[src/rtl/zbuf_addr_arbiter_if.sv]
// ----------------------------------------------------------------------------
// zbuf_addr_arbiter_if
// Bundles the handshake and data signals around zbuf_addr_arbiter:
//   req0_* / req1_* : fragment requests from the two rasterizer lanes
//   calc_*          : issue and return sides of the shared zbuf_addr_calc
//   res0_* / res1_* : per-lane address results toward the z-buffer read stage
// Modports:
//   slave  : the arbiter's view (consumes requests, drives calc and results)
//   master : the surrounding system's view (lanes, calc unit, consumers)
// ----------------------------------------------------------------------------
interface zbuf_addr_arbiter_if #(
    parameter int unsigned ADDR_W = 32
);
    logic              req0_nd;
    logic              req0_rfd;
    logic [15:0]       req0_x;
    logic [15:0]       req0_y;
    logic              req1_nd;
    logic              req1_rfd;
    logic [15:0]       req1_x;
    logic [15:0]       req1_y;

    logic              calc_nd;
    logic              calc_us_rfd;
    logic [15:0]       calc_fp_x;
    logic [15:0]       calc_fp_y;
    logic              calc_rdy;
    logic              calc_ds_rfd;
    logic [ADDR_W-1:0] calc_addr;

    logic              res0_rdy;
    logic              res0_ds_rfd;
    logic [ADDR_W-1:0] res0_addr;
    logic              res1_rdy;
    logic              res1_ds_rfd;
    logic [ADDR_W-1:0] res1_addr;

    modport slave (
        input  req0_nd, req0_x, req0_y, req1_nd, req1_x, req1_y,
        input  calc_us_rfd, calc_rdy, calc_addr,
        input  res0_ds_rfd, res1_ds_rfd,
        output req0_rfd, req1_rfd,
        output calc_nd, calc_fp_x, calc_fp_y, calc_ds_rfd,
        output res0_rdy, res0_addr, res1_rdy, res1_addr
    );

    modport master (
        output req0_nd, req0_x, req0_y, req1_nd, req1_x, req1_y,
        output calc_us_rfd, calc_rdy, calc_addr,
        output res0_ds_rfd, res1_ds_rfd,
        input  req0_rfd, req1_rfd,
        input  calc_nd, calc_fp_x, calc_fp_y, calc_ds_rfd,
        input  res0_rdy, res0_addr, res1_rdy, res1_addr
    );
endinterface

[src/rtl/zbuf_addr_arbiter.sv]
// ----------------------------------------------------------------------------
// zbuf_addr_arbiter
// Shares one zbuf_addr_calc between two rasterizer lanes. Input slots are
// granted round-robin (lane 0 wins the first contention after reset), the
// owning lane of every in-flight request is pushed into a tag FIFO, and each
// returned address is steered to the lane at the FIFO head, in issue order.
// Ports:
//   clk, rst    : clock and synchronous active-high reset
//   bus         : zbuf_addr_arbiter_if.slave (lane requests, calc unit, results)
//   err         : sticky flag, set when calc_rdy arrives with no tag in flight
//   grant_cnt0/1: saturating per-lane grant counters
// Build option:
//   ZBUF_ARB_STATS_EN defined   -> grant counters are built
//   ZBUF_ARB_STATS_EN undefined -> grant_cnt0/1 tie to 0, no counter flops
// ----------------------------------------------------------------------------
module zbuf_addr_arbiter #(
    parameter int unsigned TAG_DEPTH = 8,
    parameter int unsigned ADDR_W    = 32
) (
    input  logic                      clk,
    input  logic                      rst,
    zbuf_addr_arbiter_if.slave        bus,
    output logic                      err,
    output logic [15:0]               grant_cnt0,
    output logic [15:0]               grant_cnt1
);
    localparam int unsigned PTR_W = $clog2(TAG_DEPTH);
    localparam int unsigned CNT_W = $clog2(TAG_DEPTH + 1);
    localparam logic [CNT_W-1:0] FULL = CNT_W'(TAG_DEPTH);

    logic [CNT_W-1:0]     count_q, count_d;
    logic [PTR_W-1:0]     wr_ptr_q, wr_ptr_d;
    logic [PTR_W-1:0]     rd_ptr_q, rd_ptr_d;
    logic [TAG_DEPTH-1:0] tag_q, tag_d;
    logic                 last_grant_q, last_grant_d;
    logic                 err_q, err_d;

    logic              any_nd, grant, can_issue, issue;
    logic              not_empty, head, ds_rfd, pop;
    logic [ADDR_W-1:0] addr_ret;

    // Issue side: fully combinational, every handshake output forced low in reset.
    always_comb begin
        any_nd    = bus.req0_nd | bus.req1_nd;
        grant     = (bus.req0_nd & bus.req1_nd) ? ~last_grant_q : bus.req1_nd;
        // A full FIFO blocks issue even when a pop happens this cycle, so no
        // path exists from the consumer rfd inputs to the lane rfd outputs.
        can_issue = ~rst & bus.calc_us_rfd & (count_q != FULL);
        issue     = can_issue & any_nd;
        not_empty = (count_q != '0);
        head      = tag_q[rd_ptr_q];
        ds_rfd    = ~rst & not_empty & (head ? bus.res1_ds_rfd : bus.res0_ds_rfd);
        pop       = bus.calc_rdy & ds_rfd;
    end

    assign bus.req0_rfd    = can_issue & any_nd & ~grant;
    assign bus.req1_rfd    = can_issue & any_nd & grant;
    assign bus.calc_nd     = issue;
    assign bus.calc_fp_x   = (any_nd & grant) ? bus.req1_x : bus.req0_x;
    assign bus.calc_fp_y   = (any_nd & grant) ? bus.req1_y : bus.req0_y;
    assign bus.calc_ds_rfd = ds_rfd;

    assign addr_ret        = bus.calc_addr;
    assign bus.res0_addr   = addr_ret;
    assign bus.res1_addr   = addr_ret;
    assign bus.res0_rdy    = ~rst & bus.calc_rdy & not_empty & ~head;
    assign bus.res1_rdy    = ~rst & bus.calc_rdy & not_empty & head;
    assign err             = err_q;

    always_comb begin
        count_d      = count_q;
        wr_ptr_d     = wr_ptr_q;
        rd_ptr_d     = rd_ptr_q;
        tag_d        = tag_q;
        last_grant_d = last_grant_q;
        err_d        = err_q | (bus.calc_rdy & ~not_empty);
        if (issue) begin
            tag_d[wr_ptr_q] = grant;
            wr_ptr_d        = wr_ptr_q + 1'b1;
            last_grant_d    = grant;
        end
        if (pop) begin
            rd_ptr_d = rd_ptr_q + 1'b1;
        end
        case ({issue, pop})
            2'b10:   count_d = count_q + 1'b1;
            2'b01:   count_d = count_q - 1'b1;
            default: count_d = count_q;
        endcase
    end

    always_ff @(posedge clk) begin
        if (rst) begin
            count_q      <= '0;
            wr_ptr_q     <= '0;
            rd_ptr_q     <= '0;
            tag_q        <= '0;
            last_grant_q <= 1'b1;
            err_q        <= 1'b0;
        end else begin
            count_q      <= count_d;
            wr_ptr_q     <= wr_ptr_d;
            rd_ptr_q     <= rd_ptr_d;
            tag_q        <= tag_d;
            last_grant_q <= last_grant_d;
            err_q        <= err_d;
        end
    end

`ifdef ZBUF_ARB_STATS_EN
    logic [15:0] cnt0_q, cnt0_d, cnt1_q, cnt1_d;

    always_comb begin
        cnt0_d = cnt0_q;
        cnt1_d = cnt1_q;
        if (issue & ~grant & (cnt0_q != '1)) cnt0_d = cnt0_q + 1'b1;
        if (issue & grant & (cnt1_q != '1))  cnt1_d = cnt1_q + 1'b1;
    end

    always_ff @(posedge clk) begin
        if (rst) begin
            cnt0_q <= '0;
            cnt1_q <= '0;
        end else begin
            cnt0_q <= cnt0_d;
            cnt1_q <= cnt1_d;
        end
    end

    assign grant_cnt0 = cnt0_q;
    assign grant_cnt1 = cnt1_q;
`else
    assign grant_cnt0 = '0;
    assign grant_cnt1 = '0;
`endif
endmodule

[src/flat_wrapper.sv]
// flat-port wrapper written by rule: the top's interface ports become plain ports
module zbuf_addr_arbiter_flat 
#(
    parameter int unsigned TAG_DEPTH = 8,
    parameter int unsigned ADDR_W    = 32
)
  (clk, rst, err, grant_cnt0, grant_cnt1, bus_req0_nd, bus_req0_x, bus_req0_y, bus_req1_nd, bus_req1_x, bus_req1_y, bus_calc_us_rfd, bus_calc_rdy, bus_calc_addr, bus_res0_ds_rfd, bus_res1_ds_rfd, bus_req0_rfd, bus_req1_rfd, bus_calc_nd, bus_calc_fp_x, bus_calc_fp_y, bus_calc_ds_rfd, bus_res0_rdy, bus_res0_addr, bus_res1_rdy, bus_res1_addr);
  zbuf_addr_arbiter_if #(.ADDR_W(ADDR_W)) bus_i ();
  input  logic clk;
  input  logic rst;
  output logic err;
  output logic [15:0] grant_cnt0;
  output logic [15:0] grant_cnt1;
  input wire logic [$bits(bus_i.req0_nd)-1:0] bus_req0_nd;
  input wire logic [$bits(bus_i.req0_x)-1:0] bus_req0_x;
  input wire logic [$bits(bus_i.req0_y)-1:0] bus_req0_y;
  input wire logic [$bits(bus_i.req1_nd)-1:0] bus_req1_nd;
  input wire logic [$bits(bus_i.req1_x)-1:0] bus_req1_x;
  input wire logic [$bits(bus_i.req1_y)-1:0] bus_req1_y;
  input wire logic [$bits(bus_i.calc_us_rfd)-1:0] bus_calc_us_rfd;
  input wire logic [$bits(bus_i.calc_rdy)-1:0] bus_calc_rdy;
  input wire logic [$bits(bus_i.calc_addr)-1:0] bus_calc_addr;
  input wire logic [$bits(bus_i.res0_ds_rfd)-1:0] bus_res0_ds_rfd;
  input wire logic [$bits(bus_i.res1_ds_rfd)-1:0] bus_res1_ds_rfd;
  output wire logic [$bits(bus_i.req0_rfd)-1:0] bus_req0_rfd;
  output wire logic [$bits(bus_i.req1_rfd)-1:0] bus_req1_rfd;
  output wire logic [$bits(bus_i.calc_nd)-1:0] bus_calc_nd;
  output wire logic [$bits(bus_i.calc_fp_x)-1:0] bus_calc_fp_x;
  output wire logic [$bits(bus_i.calc_fp_y)-1:0] bus_calc_fp_y;
  output wire logic [$bits(bus_i.calc_ds_rfd)-1:0] bus_calc_ds_rfd;
  output wire logic [$bits(bus_i.res0_rdy)-1:0] bus_res0_rdy;
  output wire logic [$bits(bus_i.res0_addr)-1:0] bus_res0_addr;
  output wire logic [$bits(bus_i.res1_rdy)-1:0] bus_res1_rdy;
  output wire logic [$bits(bus_i.res1_addr)-1:0] bus_res1_addr;
  assign bus_i.req0_nd = bus_req0_nd;
  assign bus_i.req0_x = bus_req0_x;
  assign bus_i.req0_y = bus_req0_y;
  assign bus_i.req1_nd = bus_req1_nd;
  assign bus_i.req1_x = bus_req1_x;
  assign bus_i.req1_y = bus_req1_y;
  assign bus_i.calc_us_rfd = bus_calc_us_rfd;
  assign bus_i.calc_rdy = bus_calc_rdy;
  assign bus_i.calc_addr = bus_calc_addr;
  assign bus_i.res0_ds_rfd = bus_res0_ds_rfd;
  assign bus_i.res1_ds_rfd = bus_res1_ds_rfd;
  assign bus_req0_rfd = bus_i.req0_rfd;
  assign bus_req1_rfd = bus_i.req1_rfd;
  assign bus_calc_nd = bus_i.calc_nd;
  assign bus_calc_fp_x = bus_i.calc_fp_x;
  assign bus_calc_fp_y = bus_i.calc_fp_y;
  assign bus_calc_ds_rfd = bus_i.calc_ds_rfd;
  assign bus_res0_rdy = bus_i.res0_rdy;
  assign bus_res0_addr = bus_i.res0_addr;
  assign bus_res1_rdy = bus_i.res1_rdy;
  assign bus_res1_addr = bus_i.res1_addr;
  zbuf_addr_arbiter #(.TAG_DEPTH(TAG_DEPTH), .ADDR_W(ADDR_W)) u_core (.clk(clk), .rst(rst), .bus(bus_i), .err(err), .grant_cnt0(grant_cnt0), .grant_cnt1(grant_cnt1));
endmodule
[config.mk]
export PLATFORM = sky130hd
export DESIGN_NAME = zbuf_addr_arbiter_flat
export DESIGN_NICKNAME = d
export VERILOG_FILES = /design/src/rtl/zbuf_addr_arbiter_if.sv /design/src/rtl/zbuf_addr_arbiter.sv /design/src/flat_wrapper.sv
export SDC_FILE = /design/constraint.sdc
export NUM_CORES = 1
export LEC_CHECK = 0
export CAP_MARGIN = 30
export CORE_MARGIN = 5
export CORE_UTILIZATION = 29
export DETAILED_ROUTE_END_ITERATION = 12
export PLACE_DENSITY = 0.89
export SYNTH_ARGS = -nofsm -noshare
export SYNTH_HDL_FRONTEND = slang
export SYNTH_SLANG_ARGS = --single-unit
[constraint.sdc]
create_clock -name clk -period 4.2 [get_ports clk]
set_clock_uncertainty 0.15 [all_clocks]
set_input_delay 0.84 -clock clk [delete_from_list [all_inputs] [get_ports clk]]
set_output_delay 0.84 -clock clk [all_outputs]
set_load 0.005 [all_outputs]
# Yosys cells after proc, flatten, opt, wreduce, memory -nomap -nowiden
# Cells that the tools add are included.
classes:
  addsub: 4
  n_reduce_logical: 3
  bitwise_logic: 22
  mux: 10
  eq_ne: 3
  order_cmp: 3
ops:
  columns: ["cell", "n"]
  rows:
  - ["2-to-1 mux 16 bit", 2]
  - ["AND 1 bit", 15]
  - ["bitwise mux 8 bit", 1]
  - ["< comparator 3 x 4 -> 1 bit, second input constant", 2]
  - ["one-hot mux 4 bit (2 select lines)", 1]
  - ["adder 3 x 1 -> 3 bit, second input constant", 2]
  - ["inverter 1 bit", 5]
  - ["adder 4 x 1 -> 4 bit, second input constant", 1]
  - ["2-to-1 mux 1 bit", 4]
  - ["!= test 4 bit, second input constant", 1]
  - ["nonzero test 4 bit", 1]
  - ["subtractor 4 x 1 -> 4 bit, second input constant", 1]
  - ["binary-select mux 1 bit (select 3 bit)", 1]
  - ["demux 1 bit (select 3 bit)", 1]
  - ["greater-or-equal comparator 3 x 1 -> 1 bit, second input constant", 1]
  - ["== test 2 x 1 -> 1 bit, second input constant", 1]
  - ["== test 2 bit, second input constant", 1]
  - ["OR 1 bit", 2]
  - ["nonzero test 2 bit", 1]
  - ["logical AND 1 bit", 1]
word_totals:
  elab_cells: 51
  out_inout_bits: 135
  ff_bits: 20

# Logic depth before layout (Yosys ltp)
logic_depth:
  ltp_word: 7
  ltp_mapped: 10
  mapped_depth_nobuf: 10

# Worst setup path after synthesis
# Ideal clock, no wire load.
synth_path:
  kind: "input to register"
  startpoint: "input port bus_req1_nd"
  endpoint: "register u_core.count_q[3]"
  setup_time_ns: 0.071
  path_stages: 10
  setup_slack_ns: 1.146
  n_path_buf: 1
  arrival_time_ns: 2.833
  required_time_ns: 3.979
  path_cell_list: "nor2_1 > or4b_1 > buf_2 > ha_1 > ha_1 > a21o_1 > a21oi_1 > xnor2_1 > or3_1 > a21oi_1"
synth_between:
  elab_chain_cells: 4
  word_cells_on_any_way: 6
  cone_classes: "eq/ne: 2; mux: 1; bitwise: 2; reduce/logical: 1"
synth_lines:
  columns: ["element", "line_no", "text"]
  rows:
  - ["start, declared", "flat_wrapper.sv:17", "input wire logic [$bits(bus_i.req1_nd)-1:0] bus_req1_nd;"]
  - ["OR 1 bit (*)", "zbuf_addr_arbiter.sv:44", "any_nd = bus.req0_nd | bus.req1_nd;"]
  - ["AND 1 bit (*)", "zbuf_addr_arbiter.sv:49", "issue = can_issue & any_nd;"]
  - ["== test 2 x 1 -> 1 bit or == test 2 bit (tied branches)", "zbuf_addr_arbiter.sv:85", "case ({issue, pop})"]
  - ["one-hot mux 4 bit (2 select lines) or nonzero test 2 bit (tied branches)", null, null]
  - ["end signal, assigned", "zbuf_addr_arbiter.sv:101", "count_q <= count_d;"]
  - ["end, declared", "zbuf_addr_arbiter.sv:31", "logic [CNT_W-1:0] count_q, count_d;"]
# Mark *: on every way between the ends. The rest lies on a longest branch, timed or not.
# A chain may end at the register's enable or synchronous reset.

# Worst setup path after layout
layout_path:
  startpoint: "input port bus_req0_nd"
  endpoint: "output port bus_req1_rfd"
layout_between:
  elab_chain_cells: 3
  word_cells_on_any_way: 5
  cone_classes: "mux: 1; bitwise: 4"
layout_lines:
  columns: ["element", "line_no", "text"]
  rows:
  - ["start, declared", "flat_wrapper.sv:14", "input wire logic [$bits(bus_i.req0_nd)-1:0] bus_req0_nd;"]
  - ["OR 1 bit or AND 1 bit (tied branches)", "zbuf_addr_arbiter.sv:44, zbuf_addr_arbiter.sv:45", null]
  - ["AND 1 bit or 2-to-1 mux 1 bit (tied branches)", "zbuf_addr_arbiter.sv:57, zbuf_addr_arbiter.sv:45", null]
  - ["AND 1 bit (*)", "zbuf_addr_arbiter.sv:57", "assign bus.req1_rfd = can_issue & any_nd & grant;"]
  - ["end, declared", "flat_wrapper.sv:26", "output wire logic [$bits(bus_i.req1_rfd)-1:0] bus_req1_rfd;"]
# Marks and branches as above.

==> flow_summary.toml <==
[sta]
min_period_ns = 3.84
setup_viol = 0
rsz0062_at_grt = "false"
final_max_slew_viol_count = 0
fmax_mhz = 260
hold_viol = 0
tns_ns = 0
period_share = 0.915
timing.hold.ws_ns = 0.347

[pwr]
power_leakage_nw = 1.13
fin_total_pwr_w = 0.000616
powerDensity_nw_per_um2 = 214
ir_drop_v = 0.000166

[layout]
finalNetCount = 402
final_cells = 390
area_delta_synth_final_pct = 32.0
diodes = 0
drive_gt1_frac = 0.151
fin_area_um2 = 2890

[logic_synthesis]
synth_top_family_by_area = "buffers and inverters"
synth_commonest_cells = "buf_4, mux2_2, nor2_1"
synth_xor_area_frac = 0.0240
synth_edf_count = 0
synth_top_area_frac = 0.330
synthCells = 249
async_reset_ff_frac = 0
synth_top_cell_by_area = "buf_4"
avgSynthCellArea_um2 = 8.78
synth_area_um2 = 2190
yosys-mux-area-fraction = 0.252
synth_compound_area_frac = 0.0315
synth-seq-cells = 20
synth_warnings = 0
synth-simple-area-share = 0.116
yosysUniqueCellTypes = 37
post-synth-top-count-cell = "buf_4"
synthAdderAreaFrac = 0.0378
ys_seq_area_frac = 0.183
synth_area_leaders = "buf_4, dfxtp_1, mux2_2, mux2i_1, nor2_1"
ys.flop_type = "dfxtp_1"

[clock_tree]
worst_skew_pair.late_latency_ns = 0.26
cts-buffers-inserted = 3
path_clk_slew_ns = 0.07
htreeDepth = 1
cts.sinks = 20
cts_buffer_depth = 2
tritoncts = "built"
root_buffer = "clkbuf_8"
cts_resized = 0
cts_setup_buffers = 0
hold_buffers = 0

[run_status]
outcome = "finished clean"

[die]
pin_count = 239
fp.dieH_um = 96.8
rows = 31
die_w_um = 96.8
core_um2 = 7290
dieArea_um2 = 9380
start_util = 0.300

[flow_run]
cap_viol_max_count = 0

[critical_path]
critPathRequiredTime_ns = 3.21
cp.arrival_ns = 2.85
crit_path_start = "bus_req0_nd"
startpoint_type = "input port"
r2r_end = "u_core.count_q[3]$_SDFFE_PP0P_"
r2r_cells = 10
cp-endpoint = "bus_req1_rfd"
cp-end-kind = "output pin"
r2r-start = "u_core.rd_ptr_q[0]$_SDFFE_PP0P_"
reg2reg_slack_ns = 1.00
worstPathMaxFanout = 9
crit_type = "in -> out"

[global_route]
first_global_vias = 1794
grt_antenna_before_repair = 0
grt_max_degree = 43
grt_usage = 0.126
grt_pass1_wl_um = 9580
overflow = 0

[route]
wl_um = 6200
drc = 0
firstDrtPassIters = 4
vias_per_cell = 4.20
vias = 1638
drt_first_iter_violations = 51
wl_per_cell_um = 15.9
drtAntennaViolNets = 0

[placement]
hpwl_um = 5320
dpl_cell_area_um2 = 2820
port_buffers = 110
gp_congestion = 0.796
dp_cells = 386

[hold_path]
hold_path_class = "reg -> reg"
==> area by class of cell <==
type / count / area (um2)
clock buffers: 3 / 41.3
clock inverters: 1 / 30.0
fillers: 719 / 4410
inverters: 4 / 15.0
multi-input cells: 150 / 1140
flip-flops and latches: 20 / 400
well taps: 99 / 124
repair buffers: 113 / 1140
==> report_power, final <==
part / total, W / switching (W) / leakage (nW) / internal [W]
clock network: 0.000190 / 0.0000625 / 0.0357 / 0.000127
logic: 0.000224 / 0.0000751 / 0.934 / 0.000149
registers: 0.000203 / 0.00000797 / 0.162 / 0.000195
total: 0.000616 / 0.000146 / 1.13 / 0.000471
==> sequential cells by signal, summed over array words and instances (netlist names) <==
name,count
u_core.count_q,4
u_core.err,1
u_core.last_grant_q,1
u_core.rd_ptr_q,3
u_core.tag_q,8
u_core.wr_ptr_q,3
==> how the worst min path moves through the flow <==
stage | cells after the start | startpoint | slack (ns) | endpoint
CTS | 2 | u_core.tag_q[2]$_SDFFE_PP0P_ | 0.35 | u_core.tag_q[2]$_SDFFE_PP0P_
floorplan | 1 | u_core.last_grant_q$_SDFFE_PP1P_ | 0.29 | u_core.last_grant_q$_SDFFE_PP1P_
global route | 2 | u_core.tag_q[4]$_SDFFE_PP0P_ | 0.38 | u_core.tag_q[4]$_SDFFE_PP0P_
global placement | 2 | u_core.err$_SDFF_PP0_ | 0.30 | u_core.err$_SDFF_PP0_
finish | 2 | u_core.tag_q[4]$_SDFFE_PP0P_ | 0.35 | u_core.tag_q[4]$_SDFFE_PP0P_
detailed placement | 2 | u_core.tag_q[2]$_SDFFE_PP0P_ | 0.33 | u_core.tag_q[2]$_SDFFE_PP0P_
==> metal layers <==
metal | share of wire | track usage | vias to the layer above
li1 | - | - | 791
met2 | 0.54 | 0.246 | 110
met1 | 0.35 | 0.124 | 731
met3 | 0.098 | 0.0460 | 6
met5 | 0 | 0 | -
met4 | 0.0098 | 0.0335 | 0
==> critical path, stage by stage <==
cell and delay [ns]:
clkdlybuf4s50_1 0.53, nor2_1 0.06, or4b_1 0.55, clkinv_1 0.18, and2_1 0.17, clkdlybuf4s50_1 0.51
==> kinds of logic after synthesis <==
family                     count (synthesis)
AOI/OAI and AO/OA                         12
xor gates and xnor gates                   6
adders and majority gates                  6
buffers and inverters                    110
DFF                                       20
muxes                                     46
other                                      1
and+or+nand+nor                           48
==> layout by cell type, fill, tap and decap left out, types with 2 or more instances in the layout <==
cell type / n
clkdlybuf4s50_1: 110
mux2_2: 32
conb_1: 32
nor2_1: 21
dfxtp_1: 20
mux2i_1: 10
nand2_1: 7
a21oi_1: 7
ha_1: 5
nand3_1: 3
inv_1: 3
xor2_1: 3
xnor2_1: 3
clkbuf_8: 3
nor2b_1: 2
mux4_1: 2
nor4_1: 2
nor3_1: 2
o21ai_0: 2
nand4b_1: 2
nor4b_2: 2
buf_4: 2
==> through the flow <==
stage / utilization / worst slack, ns
finish: 0.396 / 0.359
global route: 0.396 / 0.267
CTS: 0.396 / 0.354
detailed placement: 0.386 / 0.354
global placement: 0.386 / 0.375
floorplan: - / 1.15
Note: power is estimated with default switching activity, not from simulation.
